File: config.mk
export PLATFORM = sky130hd
export DESIGN_NAME = data_mem_arbiter
export DESIGN_NICKNAME = d
export VERILOG_FILES = /design/src/rtl/data_mem_arbiter_pkg.sv /design/src/rtl/rr_pick2.sv /design/src/rtl/data_mem_arbiter.sv
export SDC_FILE = /design/constraint.sdc
export NUM_CORES = 1
export LEC_CHECK = 0
export ABC_AREA = 1
export ABC_CLOCK_PERIOD_IN_PS = 3800
export CAP_MARGIN = 20
export CORE_MARGIN = 4
export CORE_UTILIZATION = 45
export CTS_BUF_LIST = sky130_fd_sc_hd__clkbuf_8
export DETAILED_ROUTE_END_ITERATION = 16
export GPL_ROUTABILITY_DRIVEN = 0
export PLACE_DENSITY = 0.88
export SLEW_MARGIN = 0
export SYNTH_ARGS = -nofsm -noshare
export SYNTH_HDL_FRONTEND = slang
export SYNTH_SLANG_ARGS = --single-unit
File: constraint.sdc
create_clock -name clk -period 3.8 [get_ports clk]
set_clock_uncertainty 0.2 [all_clocks]
set_input_delay 0.76 -clock clk [delete_from_list [all_inputs] [get_ports clk]]
set_output_delay 0.76 -clock clk [all_outputs]
set_load 0.03 [all_outputs]
File: src/rtl/data_mem_arbiter_pkg.sv
// Shared constants for data_mem and its two-port arbiter: FSM state
// encodings, the word-zero constant and the address legality check.
package data_mem_arbiter_pkg;

  typedef enum logic [1:0] {
    ST_IDLE   = 2'd0,
    ST_ACCESS = 2'd1,
    ST_DONE   = 2'd2
  } state_e;

  localparam logic [31:0] WORD_ZERO    = 32'h0000_0000;
  // Nonzero bits here mean misaligned or outside the 64 KiB byte array.
  localparam logic [31:0] ILLEGAL_MASK = 32'hFFFF_0003;

  function automatic logic addr_illegal(input logic [31:0] addr);
    return (addr & ILLEGAL_MASK) != WORD_ZERO;
  endfunction

endpackage

File: src/rtl/rr_pick2.sv
// Combinational 2-way winner selection: round-robin on ties, or port 0
// always wins when FIXED_PRIO is nonzero.
module rr_pick2 #(
  parameter int unsigned FIXED_PRIO = 0
) (
  input  logic [1:0] i_req,
  input  logic       i_last,
  output logic       o_valid,
  output logic       o_grant
);

  // NOTE: every output gets a default first so no path can infer a latch.
  always_comb begin
    o_valid = |i_req;
    o_grant = ~i_req[0];
    if (FIXED_PRIO == 0 && (&i_req)) begin
      o_grant = ~i_last;
    end
  end

endmodule

File: src/rtl/data_mem_arbiter.sv
// Two-port arbiter in front of data_mem: IDLE -> ACCESS -> DONE per transaction,
// memory strobes decoded only from the state and registered request fields.
module data_mem_arbiter
  import data_mem_arbiter_pkg::*;
#(
  parameter int unsigned FIXED_PRIO = 0
) (
  input  logic        clk,
  input  logic        rst_n,
  input  logic        p0_req,
  input  logic        p0_we,
  input  logic [31:0] p0_addr,
  input  logic [31:0] p0_wdata,
  output logic        p0_ack,
  output logic        p0_err,
  output logic [31:0] p0_rdata,
  input  logic        p1_req,
  input  logic        p1_we,
  input  logic [31:0] p1_addr,
  input  logic [31:0] p1_wdata,
  output logic        p1_ack,
  output logic        p1_err,
  output logic [31:0] p1_rdata,
  output logic [31:0] mem_address,
  output logic [31:0] mem_write_data,
  output logic        mem_read,
  output logic        mem_write,
  input  logic [31:0] mem_read_data,
  output logic        busy
);

  state_e      r_state;
  state_e      w_next;
  logic        r_port;
  logic        r_we;
  logic [31:0] r_addr;
  logic [31:0] r_wdata;
  logic        r_err;
  logic        r_last;
  logic [31:0] r_p0_rdata;
  logic [31:0] r_p1_rdata;

  logic        w_any;
  logic        w_grant;
  logic        w_sel_we;
  logic [31:0] w_sel_addr;
  logic [31:0] w_sel_wdata;
  logic        w_sel_illegal;

  rr_pick2 #(.FIXED_PRIO(FIXED_PRIO)) u_pick (
    .i_req   ({p1_req, p0_req}),
    .i_last  (r_last),
    .o_valid (w_any),
    .o_grant (w_grant)
  );

  assign w_sel_we      = w_grant ? p1_we    : p0_we;
  assign w_sel_addr    = w_grant ? p1_addr  : p0_addr;
  assign w_sel_wdata   = w_grant ? p1_wdata : p0_wdata;
  assign w_sel_illegal = addr_illegal(w_sel_addr);

  // NOTE: state registers use non-blocking assignments so every flop samples
  // pre-edge values regardless of statement order.
  always_ff @(posedge clk or negedge rst_n) begin
    if (!rst_n) begin
      r_state    <= ST_IDLE;
      r_port     <= 1'b0;
      r_we       <= 1'b0;
      r_addr     <= WORD_ZERO;
      r_wdata    <= WORD_ZERO;
      r_err      <= 1'b0;
      r_last     <= 1'b1;
      r_p0_rdata <= WORD_ZERO;
      r_p1_rdata <= WORD_ZERO;
    end else begin
      r_state <= w_next;
      if (r_state == ST_IDLE && w_any) begin
        r_port  <= w_grant;
        r_last  <= w_grant;
        r_we    <= w_sel_we;
        r_addr  <= w_sel_addr;
        r_wdata <= w_sel_wdata;
        r_err   <= w_sel_illegal;
      end
      if (r_state == ST_ACCESS && !r_we) begin
        if (r_port) r_p1_rdata <= mem_read_data;
        else        r_p0_rdata <= mem_read_data;
      end
    end
  end

  always_comb begin
    w_next         = r_state;
    mem_read       = 1'b0;
    mem_write      = 1'b0;
    mem_address    = WORD_ZERO;
    mem_write_data = WORD_ZERO;
    p0_ack         = 1'b0;
    p1_ack         = 1'b0;
    case (r_state)
      ST_IDLE: begin
        if (w_any) w_next = w_sel_illegal ? ST_DONE : ST_ACCESS;
      end
      ST_ACCESS: begin
        mem_read       = ~r_we;
        mem_write      = r_we;
        mem_address    = r_addr;
        mem_write_data = r_wdata;
        w_next         = ST_DONE;
      end
      ST_DONE: begin
        p0_ack = ~r_port;
        p1_ack = r_port;
        w_next = ST_IDLE;
      end
      default: w_next = ST_IDLE;
    endcase
  end

  assign p0_err   = p0_ack & r_err;
  assign p1_err   = p1_ack & r_err;
  assign p0_rdata = r_p0_rdata;
  assign p1_rdata = r_p1_rdata;
  assign busy     = (r_state != ST_IDLE);

endmodule
==> metrics, run 1 <==
CTS sink count=around 130; CP required=approximately 2800 ps; CTS max path bufs=2; Yosys cell types=20; status=completed; Rows=42; Final Hold Viols=0; Port-buffer cells=300; #FFs+latches synth=roughly 130; final WL=between 15000 and 20000 um; worst r2r src=r_state[0]$_DFFE_PN0P_; Hold Buf Count CTS=0; Initial DRC Count=371; core area=0.0132 mm2; dominant cell type by area after synthesis=dfrtp_1; FF-to-FF path depth=7; most frequent cell after synthesis=nand2_1; max-cap viol count=0; Post-synth EDFFs=0; Post-CTS Setup Bufs=0; Root Buffer=clkbuf_8; Synth top area share=0.552; R2R setup slack=about 1400 ps; DIE AREA=~0.015 mm2; HPWL Detailed=14400 um; Die Height=approximately 120 um; Post-Syn Instances=750; worst r2r dst=p0_rdata[31]$_DFFE_PN0P_; vias after detailed routing=about 6100; worst hold slack=roughly 190 ps; Synth top cells by count=nand2_1, dfrtp_1, nor2_1; Critical Path Source Type=flop; first-pass GRT wire length=just under 30000 um; Layout area overhead=58.8%; Setup Viol. Count Final=0; TritonCTS clock tree=done; gr ovfl total=0; Starting Density=0.457; Final period util=0.873; syn_nets=916; TritonRoute pass-1 iters=5; Async SR Flop Fraction=1.00; share of the yosys chip area belonging to registers=0.556; Final Slew Violations=0; most frequent CP cell=nor2_1; Vias/cell=around 5.0; Leak=4.50 nW; CP Depth=6; Final WS setup=481 ps; slowest cell delay on critical path=about 600 ps; crit-path max FO=24; CP Buf/Inv Count=4; synth top area cells=dfrtp_1, o21ai_0, nand2_1, nor2_1, inv_1; Placed Cells=approximately 1200; fmax=approximately 300 MHz; cell family with the largest share of critical-path delay=buffers and inverters; post-layout net count=approximately 1200; peak supply drop=230 uV; Num CTS Buffers=17; Power per Cell Area=371 mW/mm2; worst slack at placement=824 ps; Remaining DRCs=0; Critical Path Sink Type=output port; Ports=roughly 300; RSZ-0062 raised after global routing=no; setup_tns=0 ps; GR Util All Layers=0.254; Die X=124 um; synthesized area=roughly 0.006 mm2; Worst Path Arrival=between 2000 and 2500 ps; post_cts resized=0; ANT nets after route=0; crit path cell chain=inv_1 > nor2_1 > inv_2 > buf_4 > nor2_1 > clkdlybuf4s50_1; classification of the worst setup path=flop to output port; Slew @ Worst Pin=roughly 1000 ps; slew margin rel.=0.315; synth warn=0; CTS H-Tree Depth=4; Worst path slowest cell=clkdlybuf4s50_1; Non-Filler Instances=~1200; Synth Area per Inst=between 8 and 9 um2; clk slew on worst S/H paths=70 ps; min cycle time layout=approximately 3300 ps; pin count of the biggest net entering global routing=100; routed length per instance=roughly 16 um; layout cells sized above 1=0.0460; vias in the first global route=slightly above 6000; Main synth FF type=dfrtp_1; min-delay worst type=input pin to asynchronous set/reset pin; antenna violations before repair=0; clk_lat worst skew=approximately 430 ps; Ant. Diodes=0
==> layout make-up <==
type,instances,area [um2]
clock buffer,22,303
multi-input combinational,463,2070
clock inverter,9,124
sequential,134,3350
tap,176,220
inverter,106,398
fill,981,3610
timing repair buffer,309,3110
==> stage by stage <==
| step | total power [mW] | utilization | cell area [um2] |
|---|---|---|---|
| 3_3_place_gp | 2.29 | 0.692 | 9130 |
| 5_1_grt | 3.72 | 0.726 | 9580 |
| 6_report | 3.55 | 0.726 | 9580 |
| 4_1_cts | 3.58 | 0.724 | 9560 |
| 2_1_floorplan | 2.00 | - | 6030 |
| 3_5_place_dp | 2.32 | 0.692 | 9130 |
==> where the power goes <==
part / switching (mW) / internal [mW] / leakage (nW)
sequential: 0.0478 / 1.58 / 1.41
clock: 0.529 / 0.728 / 0.218
combinational: 0.367 / 0.296 / 2.87
==> registers in the layout, indices dropped and copies added (netlist names) <==
register / flops
p0_rdata: 32
p1_rdata: 32
r_addr: 32
r_wdata: 32
r_state: 2
r_err: 1
r_last: 1
r_port: 1
r_we: 1
==> metal layers <==
metal  up-vias  share of wire  global-route usage
met4         0          0.040               0.134
met3        60           0.12               0.111
li1       2930              -                   -
met2       286           0.49               0.423
met5         -              0                   0
met1      2839           0.35               0.272
==> worst max path at each step <==
stage | from | endpoint | slack (ps)
finish | r_state[0]$_DFFE_PN0P_ | mem_address[1] | 480
global route | r_state[0]$_DFFE_PN0P_ | mem_write_data[5] | 290
CTS | r_state[0]$_DFFE_PN0P_ | mem_write_data[5] | 390
detailed placement | p0_req | r_state[1]$_DFFE_PN0P_ | 820
global placement | r_state[1]$_DFFE_PN0P_ | mem_write_data[5] | 900
floorplan | r_state[1]$_DFFE_PN0P_ | p1_err | 1420
==> cells in the final DEF (no fill, tap or decap) <==
cell type	n
inv_1	106
buf_6	1
o22ai_1	47
clkinv_2	3
nand2_1	139
bufinv_16	3
dfstp_2	1
nor3_1	2
clkdlybuf4s50_1	299
o21ai_1	4
inv_2	1
nor2_1	128
o21ai_0	127
dfrtp_1	133
buf_4	6
nor2_4	2
nand2_4	1
nor4_1	2
clkinvlp_4	2
buf_12	3
clkbuf_8	22
nand3_1	8
nand2_2	3
==> cell families (layout without fill, tap and decap cells) <==
logic type	after synthesis	in the layout	share of synthesized area
and+or+nand+nor	285	285	0.184
AOI/OAI and AO/OA	178	178	0.158
buffers and inverters	153	446	0.102
DFF	134	134	0.556
Power figures use the tool's default switching activity.
==> run 2, diff against run 1 <==
--- a/config.mk
+++ b/config.mk
@@ -6,14 +6,14 @@
 export NUM_CORES = 1
 export LEC_CHECK = 0
 export ABC_AREA = 1
-export ABC_CLOCK_PERIOD_IN_PS = 3800
+export ABC_CLOCK_PERIOD_IN_PS = 2940
 export CAP_MARGIN = 20
 export CORE_MARGIN = 4
-export CORE_UTILIZATION = 45
+export CORE_UTILIZATION = 38
 export CTS_BUF_LIST = sky130_fd_sc_hd__clkbuf_8
 export DETAILED_ROUTE_END_ITERATION = 16
 export GPL_ROUTABILITY_DRIVEN = 0
-export PLACE_DENSITY = 0.88
+export PLACE_DENSITY = 0.8
 export SLEW_MARGIN = 0
 export SYNTH_ARGS = -nofsm -noshare
 export SYNTH_HDL_FRONTEND = slang
==> constraint.sdc (replaced) <==
create_clock -name clk -period 2.94 [get_ports clk]
set_clock_uncertainty 0.2 [all_clocks]
set_input_delay 0.588 -clock clk [delete_from_list [all_inputs] [get_ports clk]]
set_output_delay 0.588 -clock clk [all_outputs]
set_load 0.03 [all_outputs]
==> metrics, run 2 (synthesized netlist as in run 1, its figures left out) <==
min cycle time layout=2800 ps; CTS max path bufs=2 (unchanged); worst slack at placement=305 ps (-519 ps); Die Height=134 um (+8.3%); post-layout net count=1203 (+0.50%); Critical Path Source=r_port$_DFFE_PN0P_; Critical Path Sink Type=output port; Remaining DRCs=0 (unchanged); final instance area=0.00967 mm2 (+1.0%); Leak=5.14 nW (+14%); Non-Filler Instances=1261 (+3.4%); Final period util=0.952; commonest non-fill, non-tap cell in the layout=clkdlybuf4s50_1; GR Util All Layers=0.216 (-0.0379); Port-buffer cells=300 (unchanged); Layout Utilization=0.629 (-0.0967); max-cap viol count=0 (unchanged); Root Buffer=clkbuf_8; Ant. Diodes=0 (unchanged); CP required=2150 ps (-690 ps); R2R setup slack=790 ps (-600 ps); FF-to-FF path depth=9 (+2); routed length per instance=15.4 um (-4.3%); clk_lat worst skew=440 ps (about the same); Final WS setup=141 ps (-340 ps); worst r2r src=r_state[0]$_DFFE_PN0P_; CP Capture Point=p1_err; peak supply drop=271 uV (+18%); setup_tns=0 ps (unchanged); Power per Cell Area=471 mW/mm2 (+27%); status=completed; CTS H-Tree Depth=4 (unchanged); Final Slew Violations=0 (unchanged); CTS sink count=134 (unchanged); Worst Path Arrival=2010 ps (-350 ps); core area=0.0154 mm2 (+17%); Post-DP Area=0.00924 mm2 (+1.2%); vias after detailed routing=6008 (-1.7%); fill cell count=1336 (+36%); fmax=about 360 MHz; Ports=301 (unchanged); Rows=45 (+7.1%); Starting Density=0.392 (-0.0649); min-delay worst type=flop to flop; first-pass GRT wire length=30300 um (+2.0%); Layout area overhead=60.4%; Setup Viol. Count Final=0 (unchanged); DIE AREA=0.0179 mm2 (+17%); clk slew on worst S/H paths=70 ps (about the same); commonest non-fill, non-tap cells in the layout=clkdlybuf4s50_1, nand2_1, dfrtp_1; Initial DRC Count=377 (+1.6%); Final Hold Viols=0 (unchanged); Placed Cells=1228 (+3.5%); gr ovfl total=0 (unchanged); pin count of the biggest net entering global routing=71 (-29%); TritonCTS clock tree=done; worst r2r dst=p1_rdata[31]$_DFFE_PN0P_; vias in the first global route=6011 (-3.2%); Die X=134 um (+8.3%); classification of the worst setup path=flop to output port; HPWL Detailed=14600 um (+1.7%); Slew @ Worst Pin=552 ps (-472 ps); slew margin rel.=0.632 (+0.317); crit-path max FO=4 (-83%); RSZ-0062 raised after global routing=no; Vias/cell=4.76 (-5.0%); final WL=19400 um (-1.0%); TritonRoute pass-1 iters=6 (+1); antenna violations before repair=0 (unchanged); layout cells sized above 1=0.0524 (+0.00636); Critical Path Source Type=flop; ANT nets after route=0 (unchanged); Num CTS Buffers=17 (unchanged)
-- run 2: cell count changes in the layout (fill, tap and decap cells not counted), sizes merged --
cell	delta
clkdlybuf4s50	-66
dlygate4sd2	+44
dlymetal6s2s	+22
buf	+5
clkbuf	-2
inv	+2
bufinv	-1
clkinv	+1
clkinvlp	+1
dlygate4sd3	+1
-- run 2: worst max-delay path, cell delays in order, from the launching register on --
cell	delay [ps]
dfrtp_1	440
inv_1	130
nor4_1	250
clkdlybuf4s50_1	760
-- run 2: timing repair --
action | 4_1_cts | 5_1_grt
hold buffers | 1 | 0
buffers inserted | 0 | 0
gates resized for setup | 44 | 22
endpoints found under the hold margin | 48 | 0
setup endpoints to repair | 44 | 22
pin swaps | 0 | 0
cloned | 0 | 0
-- run 2: layer usage --
metal,wire [um],share of wire,up-vias,track usage
li1,-,-,2947,-
met1,7230,0.37,2771,0.243
met2,9430,0.49,255,0.361
met3,2250,0.12,35,0.0934
met4,517,0.027,0,0.0891
met5,0,0,-,0
-- run 2: how the worst min path moves through the flow --
stage	startpoint	to	cells past startpoint
floorplan	rst_n	p0_rdata[0]$_DFFE_PN0P_	0
global placement	p0_rdata[17]$_DFFE_PN0P_	p0_rdata[17]$_DFFE_PN0P_	2
detailed placement	p0_rdata[29]$_DFFE_PN0P_	p0_rdata[29]$_DFFE_PN0P_	2
CTS	p0_rdata[29]$_DFFE_PN0P_	p0_rdata[29]$_DFFE_PN0P_	2
global route	p1_rdata[20]$_DFFE_PN0P_	p1_rdata[20]$_DFFE_PN0P_	2
finish	p0_rdata[17]$_DFFE_PN0P_	p0_rdata[17]$_DFFE_PN0P_	2
-- run 2: area by class of cell --
type                            count  area, um2  area share
Inverter                          106        398      0.0411
Multi-Input combinational cell    463       2070       0.214
Sequential cell                   134       3350       0.347
Clock buffer                       20        275      0.0285
Timing Repair Buffer              315       3170       0.328
Clock inverter                     12        144      0.0149
Tap cell                          211        264      0.0273
-- run 2: power breakdown --
group / internal (mW) / switching (mW) / leakage (nW)
Combinational: 0.393 / 0.463 / 3.53
Clock: 0.834 / 0.760 / 0.203
Sequential: 2.04 / 0.0638 / 1.41
-- run 2: through the flow --
| stage | hold WS [ps] | total power, mW |
|---|---|---|
| after floorplan | 92.4 | 2.58 |
| after global placement | 265 | 2.98 |
| after detailed placement | 272 | 3.00 |
| after CTS | 292 | 4.61 |
| after global routing | 308 | 4.80 |
| final | 286 | 4.56 |
==> run 3, diff against run 2 <==
--- a/config.mk
+++ b/config.mk
@@ -6,7 +6,6 @@
 export NUM_CORES = 1
 export LEC_CHECK = 0
 export ABC_AREA = 1
-export ABC_CLOCK_PERIOD_IN_PS = 2940
 export CAP_MARGIN = 20
 export CORE_MARGIN = 4
 export CORE_UTILIZATION = 38
==> constraint.sdc (replaced) <==
create_clock -name clk -period 2.94 [get_ports clk]
set_clock_uncertainty 0.2 [all_clocks]
set_input_delay 0.441 -clock clk [delete_from_list [all_inputs] [get_ports clk]]
set_output_delay 0.441 -clock clk [all_outputs]
set_load 0.03 [all_outputs]
==> metrics, run 3 (synthesized netlist as in run 1, its figures left out) <==
Final period util=0.919 (-0.0325); fmax=370 MHz (+3.5%); crit path cell chain=inv_1 > nor2_1 > inv_2 > nor2_1 > clkdlybuf4s50_1; Worst Path Arrival=2060 ps (+50 ps); Initial DRC Count=306 (-19%); Post-CTS Setup Bufs=0 (unchanged); fill cell count=1277 (-4.4%); Final Hold Viols=0 (unchanged); clk_lat worst skew=430 ps (about the same); Ports=301 (unchanged); Die Height=134 um (unchanged); DRT met1 WL=7210 um (-0.25%); min-delay worst type=flop to flop; slowest cell delay on critical path=730 ps (-30 ps); Starting Density=0.392 (unchanged); min cycle time layout=2700 ps (-95.6 ps); core area=0.0154 mm2 (unchanged); gr ovfl total=0 (unchanged); Critical Path Source Type=flop; RSZ-0062 raised after global routing=no; Leak=5.58 nW (+8.6%); clk slew on worst S/H paths=80 ps (about the same); WL met2=9450 um (+0.18%); cell family with the largest share of critical-path delay=buffers and inverters; layout cells sized above 1=0.0506 (-0.00181); CP Buf/Inv Count=3 (+1); slew margin rel.=0.612 (-0.0198); CTS H-Tree Depth=4 (unchanged); Worst path slowest cell=clkdlybuf4s50_1; Setup Viol. Count Final=0 (unchanged); TritonCTS clock tree=done; highest metal layer with signal wires=met4; crit-path max FO=13 (+9); vias after detailed routing=6042 (+0.57%); Num CTS Buffers=17 (unchanged); status=completed; routed length per instance=15.5 um (+0.90%); vias in the first global route=6061 (+0.83%); final WL=19600 um (+0.74%); Power Total=4.56 mW (about the same); most frequent CP cell=nor2_1; Layout area overhead=62.4%; classification of the worst setup path=flop to output port; CTS sink count=134 (unchanged); CP required=2300 ps (+150 ps); pin count of the biggest net entering global routing=114 (+61%); Rows=45 (unchanged); commonest non-fill, non-tap cell in the layout=clkdlybuf4s50_1; max-cap viol count=0 (unchanged); peak supply drop=261 uV (-3.6%); Ant. Diodes=0 (unchanged); Port-buffer cells=300 (unchanged); Power per Cell Area=465 mW/mm2 (-1.3%); Critical Path Sink Type=output port; CTS max path bufs=2 (unchanged); R2R setup slack=940 ps (+150 ps); Post-DP Area=0.00923 mm2 (-0.16%); Final Slew Violations=0 (unchanged); DIE AREA=0.0179 mm2 (unchanged); final instance area=0.00979 mm2 (+1.3%); Vias/cell=4.80 (+0.73%); post-layout net count=1201 (-0.17%); Die X=134 um (unchanged); Remaining DRCs=0 (unchanged); HPWL Detailed=14500 um (-0.71%); setup_tns=0 ps (unchanged); antenna violations before repair=0 (unchanged); GR Util All Layers=0.216 (about the same); Root Buffer=clkbuf_8; ANT nets after route=0 (unchanged); Slew @ Worst Pin=582 ps (+29.7 ps); first-pass GRT wire length=30500 um (+0.57%); commonest non-fill, non-tap cells in the layout=clkdlybuf4s50_1, nand2_1, dfrtp_1; TritonRoute pass-1 iters=4 (-2); worst hold slack=286 ps (+0.0540 ps); met3 wire length=2290 um (+1.7%)
## run 3: cell types whose count changed in the layout (fill, tap and decap cells not counted)
cell             change
buf_4                -2
bufinv_16            +1
clkbuf_8             -3
clkdlybuf4s50_1      +9
clkinv_2             +4
clkinv_4             +1
clkinvlp_4           -2
dlygate4sd2_1       -44
dlymetal6s2s_1      +35
inv_6                -1
## run 3: final timing paths
check / start / end / cells after the start
min reg2reg: p1_rdata[16]$_DFFE_PN0P_ / p1_rdata[16]$_DFFE_PN0P_ / 2
max: r_state[0]$_DFFE_PN0P_ / mem_address[30] / 5
max in group asynchronous: rst_n / p1_rdata[28]$_DFFE_PN0P_ / 3
min: p1_rdata[16]$_DFFE_PN0P_ / p1_rdata[16]$_DFFE_PN0P_ / 2
max reg2reg: r_last$_DFFE_PN1P_ / r_err$_DFFE_PN0P_ / 12
min in group asynchronous: rst_n / p1_rdata[11]$_DFFE_PN0P_ / 2
## run 3: metrics by stage
stage | std cells | setup WS [ps] | utilization
4_1_cts | 1259 | 10.1 | 0.628
6_report | 1259 | 237 | 0.637
3_5_place_dp | 1226 | 450 | 0.600
5_1_grt | 1259 | 24.5 | 0.637
3_3_place_gp | 1226 | 484 | 0.600
2_1_floorplan | 750 | 877 | -
## run 3: tightest hold or removal path, stage by stage (launching register included)
cell     delay (ps)
dfrtp_1         350
nand2_1          50
o21ai_0          60
## run 3: repair_timing
action,in CTS,in global routing
hold buffers,1,0
setup endpoints to repair,0,57
endpoints found under the hold margin,58,0
gates resized for setup,0,57
## run 3: metal layers
metal,GRT usage,vias up
met4,0.0937,0
met1,0.248,2786
met3,0.0923,39
li1,-,2948
met2,0.353,269
met5,0,-
## run 3: report_power, final
part,internal [mW],leakage (nW),switching (mW)
clock,0.843,0.210,0.749
sequential,2.04,1.41,0.0597
combinational,0.391,3.96,0.469
total,3.28,5.58,1.28
## run 3: cell type report
cell class              instances  area [um2]  area share
well taps                     211         264      0.0270
multi-input cells             463        2070       0.211
inverters                     106         398      0.0406
clock buffers                  17         234      0.0239
repair buffers                313        3300       0.337
clock inverters                15         179      0.0183
flip-flops and latches        134        3350       0.343
